File: config.mk
export PLATFORM = sky130hd
export DESIGN_NAME = crank_wheel_gen
export DESIGN_NICKNAME = d
export VERILOG_FILES = /design/src/rtl/crank_wheel_gen.sv
export SDC_FILE = /design/constraint.sdc
export NUM_CORES = 1
export LEC_CHECK = 0
export CAP_MARGIN = 20
export CORE_UTILIZATION = 59
export CTS_BUF_LIST = sky130_fd_sc_hd__clkbuf_2
export CTS_CLUSTER_SIZE = 25
export DETAILED_ROUTE_END_ITERATION = 12
export PLACE_DENSITY = 0.88
export SYNTH_ARGS = -nofsm -noshare
export SYNTH_HDL_FRONTEND = slang
export SYNTH_SLANG_ARGS = --single-unit
File: constraint.sdc
create_clock -name clk -period 3.6 [get_ports clk]
set_clock_uncertainty 0.15 [all_clocks]
set_input_delay 0.72 -clock clk [delete_from_list [all_inputs] [get_ports clk]]
set_output_delay 0.72 -clock clk [all_outputs]
set_load 0.02 [all_outputs]
File: src/rtl/crank_wheel_gen.sv
// crank_wheel_gen: 60-2 style missing-tooth crank signal plus half-speed cam signal.
// Optional macro CRANK_GEN_ACCEL_EN ramps the latched tooth period toward tooth_period by accel_step.
module crank_wheel_gen #(
    parameter int TEETH   = 60,
    parameter int MISSING = 2,
    parameter int CAM_ON  = 4,
    parameter int CAM_OFF = 54
) (
    input  logic        clk,
    input  logic        nrst,
    input  logic        en,
    input  logic [15:0] tooth_period,
    input  logic [15:0] accel_step,
    output logic        cap_out,
    output logic        cam_out,
    output logic [7:0]  tooth_idx,
    output logic        phase,
    output logic        rev_strobe,
    output logic        busy,
    output logic [1:0]  dbg_state
);
    localparam int          N       = TEETH - MISSING;
    localparam logic [7:0]  LAST    = 8'(N - 1);
    localparam logic [17:0] GAP_MUL = 18'(MISSING + 1);
    localparam logic [15:0] P_MIN   = 16'd4;

    typedef enum logic [1:0] {
        S_IDLE = 2'd0,
        S_RUN  = 2'd1,
        S_STOP = 2'd2
    } state_t;

    state_t      state_q, state_d;
    logic [17:0] cnt_q, cnt_d;
    logic [17:0] len_q, len_d;
    logic [15:0] per_q, per_d;
    logic [15:0] per_step, per_new;
    logic [7:0]  tooth_q, tooth_d;
    logic [7:0]  idx_new;
    logic        cap_q, cap_d;
    logic        cam_q, cam_d;
    logic        phase_q, phase_d;
    logic        rev_q, rev_d;
    logic        busy_q, busy_d;
    logic        running, slot_end, start_idle, new_slot, wrap;

    assign running    = (state_q != S_IDLE);
    assign slot_end   = running && (cnt_q == len_q - 18'd1);
    assign start_idle = (state_q == S_IDLE) && en;
    // A slot start either launches a new slot or, with en low, drops back to IDLE.
    assign new_slot   = start_idle || (slot_end && en);
    assign wrap       = slot_end && (tooth_q == LAST);
    assign idx_new    = (start_idle || tooth_q == LAST) ? 8'd0 : tooth_q + 8'd1;

`ifdef CRANK_GEN_ACCEL_EN
    always_comb begin
        per_step = per_q;
        if (per_q < tooth_period) begin
            per_step = ((tooth_period - per_q) > accel_step) ? per_q + accel_step : tooth_period;
        end else if (per_q > tooth_period) begin
            per_step = ((per_q - tooth_period) > accel_step) ? per_q - accel_step : tooth_period;
        end
    end
`else
    logic unused_accel;
    assign unused_accel = ^{accel_step, per_q};
    assign per_step     = tooth_period;
`endif

    assign per_new = (per_step < P_MIN) ? P_MIN : per_step;

    always_ff @(posedge clk or negedge nrst) begin
        if (!nrst) begin
            state_q <= S_IDLE;
            cnt_q   <= '0;
            len_q   <= 18'd4;
            per_q   <= P_MIN;
            tooth_q <= '0;
            cap_q   <= 1'b0;
            cam_q   <= 1'b0;
            phase_q <= 1'b0;
            rev_q   <= 1'b0;
            busy_q  <= 1'b0;
        end else begin
            state_q <= state_d;
            cnt_q   <= cnt_d;
            len_q   <= len_d;
            per_q   <= per_d;
            tooth_q <= tooth_d;
            cap_q   <= cap_d;
            cam_q   <= cam_d;
            phase_q <= phase_d;
            rev_q   <= rev_d;
            busy_q  <= busy_d;
        end
    end

    always_comb begin
        state_d = state_q;
        case (state_q)
            S_IDLE: begin
                if (en) state_d = S_RUN;
            end
            S_RUN, S_STOP: begin
                if (slot_end) state_d = en ? S_RUN : S_IDLE;
                else          state_d = en ? S_RUN : S_STOP;
            end
            default: state_d = S_IDLE;
        endcase
    end

    always_comb begin
        cnt_d   = cnt_q;
        len_d   = len_q;
        per_d   = per_q;
        tooth_d = tooth_q;
        cap_d   = cap_q;
        cam_d   = cam_q;
        phase_d = wrap ? ~phase_q : phase_q;
        rev_d   = 1'b0;
        busy_d  = (state_d != S_IDLE);
        if (new_slot) begin
            cnt_d   = '0;
            per_d   = per_new;
            len_d   = (idx_new == LAST) ? {2'b00, per_new} * GAP_MUL : {2'b00, per_new};
            tooth_d = idx_new;
            cap_d   = 1'b0;
            rev_d   = wrap;
            // Cam edges only in the odd revolution; fall has priority over rise.
            if (phase_d && int'(idx_new) == CAM_OFF) begin
                cam_d = 1'b0;
            end else if (phase_d && int'(idx_new) == CAM_ON) begin
                cam_d = 1'b1;
            end
        end else if (slot_end) begin
            cnt_d   = '0;
            tooth_d = '0;
            cap_d   = 1'b0;
        end else if (running) begin
            cnt_d = cnt_q + 18'd1;
            cap_d = (cnt_d >= (len_q >> 1));
        end
    end

    assign cap_out    = cap_q;
    assign cam_out    = cam_q;
    assign tooth_idx  = tooth_q;
    assign phase      = phase_q;
    assign rev_strobe = rev_q;
    assign busy       = busy_q;
    assign dbg_state  = state_q;

endmodule

Yosys cells after proc, flatten, opt, wreduce, memory -nomap -nowiden
Index checks and enable logic that the tools add are counted.

storage, ports and cells
  register bits after elaboration = 51
  input bits = 35
  output and inout bits = 15
  word-level logic and storage cells = 59

operators by class
  add/subtract/negate cells = 3
  $mul = 1
  $lt $le $gt $ge = 2
  equality and inequality tests = 7
  mux-type cells = 20
  bitwise logic cells = 1
  reductions and logical operators = 16

operators by type and width
  kind                                                                           count
  18-bit 2-to-1 mux                                                              4
  8-bit 2-to-1 mux                                                               3
  18-bit by 1-bit adder with 18-bit output, second input constant                1
  18-bit == test                                                                 1
  18-bit by 17-bit greater-or-equal comparator with 1-bit output                 1
  16-bit by 2-bit multiplier with 18-bit output, second input constant           1
  18-bit by 1-bit subtractor with 18-bit output, second input constant           1
  8-bit by 6-bit == test with 1-bit output, second input constant                2
  16-bit by 3-bit less-than comparator with 1-bit output, second input constant  1
  16-bit 2-to-1 mux                                                              1
  8-bit by 1-bit adder with 8-bit output, second input constant                  1
  8-bit by 4-bit == test with 1-bit output, second input constant                1
  8-bit by 7-bit == test with 1-bit output, second input constant                1
  1-bit 2-to-1 mux                                                               8
  2-bit nonzero test                                                             4
  1-bit logical AND                                                              6
  2-bit 2-to-1 mux                                                               3
  2-bit case mux with 2 select lines                                             1
  3-bit nonzero test                                                             1
  2-bit by 1-bit == test with 1-bit output, second input constant                1
  2-bit == test, second input constant                                           1
  2-bit logical NOT                                                              1
  1-bit logical OR                                                               2
  2-bit AND reduction                                                            1
  2 further kinds                                                                2

Longest topological paths before layout
Gate-level depths: netlist of run 1.

  depth after elaboration = 8
  gate-level depth with buffers = 15
  gate-level depth less buffers = 15

Worst setup path after synthesis of run 1
No wires, ideal clock.

  path type = input to register
  from = in tooth_period[14]
  to = reg len_q[15]
  setup time = 0.125 ns
  arrival = 3.702 ns
  data required time = 3.325 ns
  path slack = -0.377 ns
  stages on the path = 15
  buffers on the path = 0
  path through = inv_1 ha_1 nor4b_1 nand4_1 and2_1 ha_1 fa_1 a21o_1 a311o_1 o22a_1 a211oi_1 o31ai_1 xnor2_1 o21ai_0 mux2_2

on the way
  word-level cells in the longest chain between the ends = 4

ends and longest elaborated chain
  element                                                 RTL line  RTL
  start: declaration                                      12        input logic [15:0] tooth_period,
  16-bit by 3-bit less-than comparator with 1-bit output  70        assign per_new = (per_step < P_MIN) ? P_MIN : per_step;
  16-bit 2-to-1 mux *                                     70
  16-bit by 2-bit multiplier with 18-bit output           125       len_d = (idx_new == LAST) ? {2'b00, per_new} * GAP_MUL : {2'b00, per_new};
  18-bit 2-to-1 mux *                                     125
  end signal: assignment                                  87        len_q <= len_d;
  end: declaration                                        35        logic [17:0] len_q, len_d;

Every way passes the cells marked *; elsewhere a longest branch is shown, timed or not.
A chain may end at the register's enable or synchronous reset.

Worst setup path in the final report of run 1
  from = in tooth_period[15]
  to = reg len_q[15]

Same word-level chain as after synthesis.

==> results.cfg, run 1 <==
[sta]
hold_viol_final = 0
tns_ns = 0
fmax_mhz = 284
worstMarginPinSlew_ns = 0.583
rsz0062_at_grt = true
fin_crit_ns = 3.52
setup_viol = 0
slew-limit-headroom = 0.610
post-route-period-util = 0.977
slew_violations = 0

[min_path]
hp-class = input port to asynchronous set/reset pin

[clock_tree]
worstSkewPairLatency_ns = 0.45
cts_root_buffer = clkbuf_2
numCtsBuffers = 5
path_clk_slew_ns = 0.27
htreeDepth = 2
clockBufferDepth = 2
cts.sinks = 51
cts_tree = built

[finish]
n_antenna_cell = 0
final_cell_area_um2 = 5410
syn_to_final_growth_pct = 19.1
fill_cells = 518
drive_gt1_frac = 0.191
nNetsFinal = 655

[die]
core_um2 = 7330
die-area_um2 = 8060
die_y_um = 89.8
fp-row-count = 31
floorplan.initialDensity = 0.620
die_x_um = 89.8
io_pins = 50

[logic_synthesis]
synth-seq-area-share = 0.281
ys_ff_latch = 51
postSynth.asyncResetShare = 1.00
synth.top_cell.area_share = 0.275
synth_top_cell_by_area = dfrtp_1
ys.flop_type = dfrtp_1
synth.distinct_cells = 76
synthesis.nets = 594
netlist_instances = 518
netlist_area_um2 = 4540
synth_edf_count = 0
syn_avg_cell_area_um2 = 8.77
synth.area.top_cells = dfrtp_1 (28%), ha_1 (11%), xnor2_1 (6.0%)
yosys_warnings = 0

[run_status]
outcome = finished, final reports clean

[job]
drv_cap = 0

[power_and_ir_drop]
vdd_drop_max_mv = 0.195
total_leakage_power_nw = 2.57
power_density_nw_per_um2 = 462

[grt]
grt_pass1_wl_mm = 18.3
antenna_found_initial = 0
grt_max_degree = 52
first_global_vias = 4001
grt_overflow = 0
track_usage = 0.271

[drt]
viasPerCell = 6.22
wirelength_mm = 10.7
dr.first_iter.drc_count = 336
drcViolationCount = 0
wl_per_cell_um = 15.7
postRouteAntennaNets = 0
vias = 4225
dr.pass1.iters = 5

[worst_setup_path]
arrival_ns = 3.73
crit_type = input port to flip-flop
startpoint_type = input port
required_ns = 3.82
crit_fanout = 4
end_kind = flip-flop

[placed_design]
dp_hpwl_mm = 8.12
dpl-instance-area_um2 = 5220
gp_congestion = 0.923
io_buffers = 33
through the flow:
| step | utilization | total power, mW | setup WS (ns) | hold WS [ns] | cells |
|---|---|---|---|---|---|
| 2_1_floorplan | - | 1.83 | -0.118 | 0.274 | 518 |
| 3_3_place_gp | 0.712 | 2.13 | -0.888 | 0.327 | 660 |
| 3_5_place_dp | 0.712 | 2.20 | -0.949 | 0.353 | 660 |
| 4_1_cts | 0.719 | 2.43 | 0.00483 | 0.320 | 669 |
| 5_1_grt | 0.738 | 2.70 | -0.0306 | 0.0864 | 679 |
| 6_report | 0.738 | 2.50 | 0.0844 | 0.0637 | 679 |
state kept, by name, indices dropped and copies added, names as in the netlist:
name,flops
dbg_state,2
len_q,18
busy,1
cnt_q,18
rev_strobe,1
phase,1
cam_out,1
tooth_idx,8
cap_out,1
where the power goes:
part	switching, mW	internal (mW)
clock network	0.180	0.0494
logic	0.758	0.629
registers	0.185	0.700
total	1.12	1.38
layout make-up:
class                           count  area (um^2)  area share
Inverter                           31          136      0.0252
Clock buffer                        6         30.0     0.00555
Sequential cell                    51         1280       0.237
Multi-Input combinational cell    406         3110       0.574
Tap cell                           99          124      0.0229
Timing Repair Buffer               84          719       0.133
Clock inverter                      2         12.5     0.00231
cell usage after synthesis (5+ instances only):
library cell,instances
dfrtp_1,50
ha_1,40
nand2_1,38
xnor2_1,31
inv_1,30
nor2_1,26
a21oi_1,25
o21ai_0,24
nand3_1,23
clkbuf_1,21
xor2_1,21
a21o_1,16
a32o_1,14
nor3_1,14
and3_1,10
a211o_1,7
a211oi_1,7
mux2i_1,7
nand2b_1,7
nand4_1,6
o31ai_1,6
and2_1,5
nor4_1,5
o21a_1,5
or2_2,5
or3_1,5
layout by cell type (no fill, tap or decap), types with 14 or more instances in the layout:
cell type / count
xnor2_1: 30
ha_1: 38
a21o_1: 16
clkdlybuf4s50_1: 18
o21ai_0: 22
dfrtp_1: 47
nor2_1: 25
a21oi_1: 24
inv_1: 28
nand3_1: 23
buf_4: 50
nand2_1: 38
xor2_1: 21
a32o_1: 14
routing by layer:
| metal | track usage | vias to the layer above | routed length [um] |
|---|---|---|---|
| li1 | - | 2019 | - |
| met1 | 0.359 | 2039 | 4740 |
| met2 | 0.454 | 139 | 5120 |
| met3 | 0.0321 | 28 | 507 |
| met4 | 0.0970 | 0 | 296 |
| met5 | 0 | - | 0 |
kinds of logic (layout without fill, tap and decap cells):
kind of cell | after synthesis | after routing | synth area share
compound gates | 137 | 137 | 0.224
buf+inv | 61 | 123 | 0.0570
fa+ha+maj | 41 | 41 | 0.115
xor+xnor | 52 | 52 | 0.100
simple gates | 166 | 166 | 0.200
flops | 51 | 51 | 0.281
mux | 10 | 10 | 0.0229
final timing paths:
| kind | startpoint | end | slack [ns] | depth (start not counted) |
|---|---|---|---|---|
| setup / recovery | tooth_period[15] | len_q[15] | 0.08 | 16 |
| hold / removal | nrst | cap_out | 0.06 | 1 |
| setup reg to reg | cnt_q[0] | cap_out | 0.28 | 14 |
| hold reg to reg | len_q[2] | len_q[2] | 0.39 | 2 |
| max in group asynchronous | nrst | len_q[2] | 2.58 | 2 |
| min in group clk | len_q[2] | len_q[2] | 0.39 | 2 |
worst max-delay path, stage by stage:
cell	delay [ns]
buf_12	0.11
inv_12	0.04
ha_4	0.11
nor4b_4	0.19
nand4_1	0.23
and2_4	0.22
ha_4	0.16
fa_2	0.36
a21o_1	0.20
a311o_1	0.29
o22a_2	0.24
a211oi_2	0.24
o31ai_2	0.11
xnor2_1	0.16
o21ai_1	0.08
mux2_4	0.27
repair_timing:
item / 4_1_cts / 5_1_grt
pin swaps: 12 / 18
buffers inserted: 1 / 9
cloned: 0 / 0
hold buffers: 0 / 0
setup endpoints to repair: 10 / 17
resized for setup: 21 / 30
Power figures use the tool's default switching activity.
==> run 2: changes to the inputs <==
--- a/config.mk
+++ b/config.mk
@@ -5,7 +5,7 @@
 export SDC_FILE = /design/constraint.sdc
 export NUM_CORES = 1
 export LEC_CHECK = 0
-export CAP_MARGIN = 20
+export CAP_MARGIN = 10
 export CORE_UTILIZATION = 59
 export CTS_BUF_LIST = sky130_fd_sc_hd__clkbuf_2
 export CTS_CLUSTER_SIZE = 25
==> results of run 2 <==
Same layout as run 1: the final DEF is identical, and so are final timing and power.
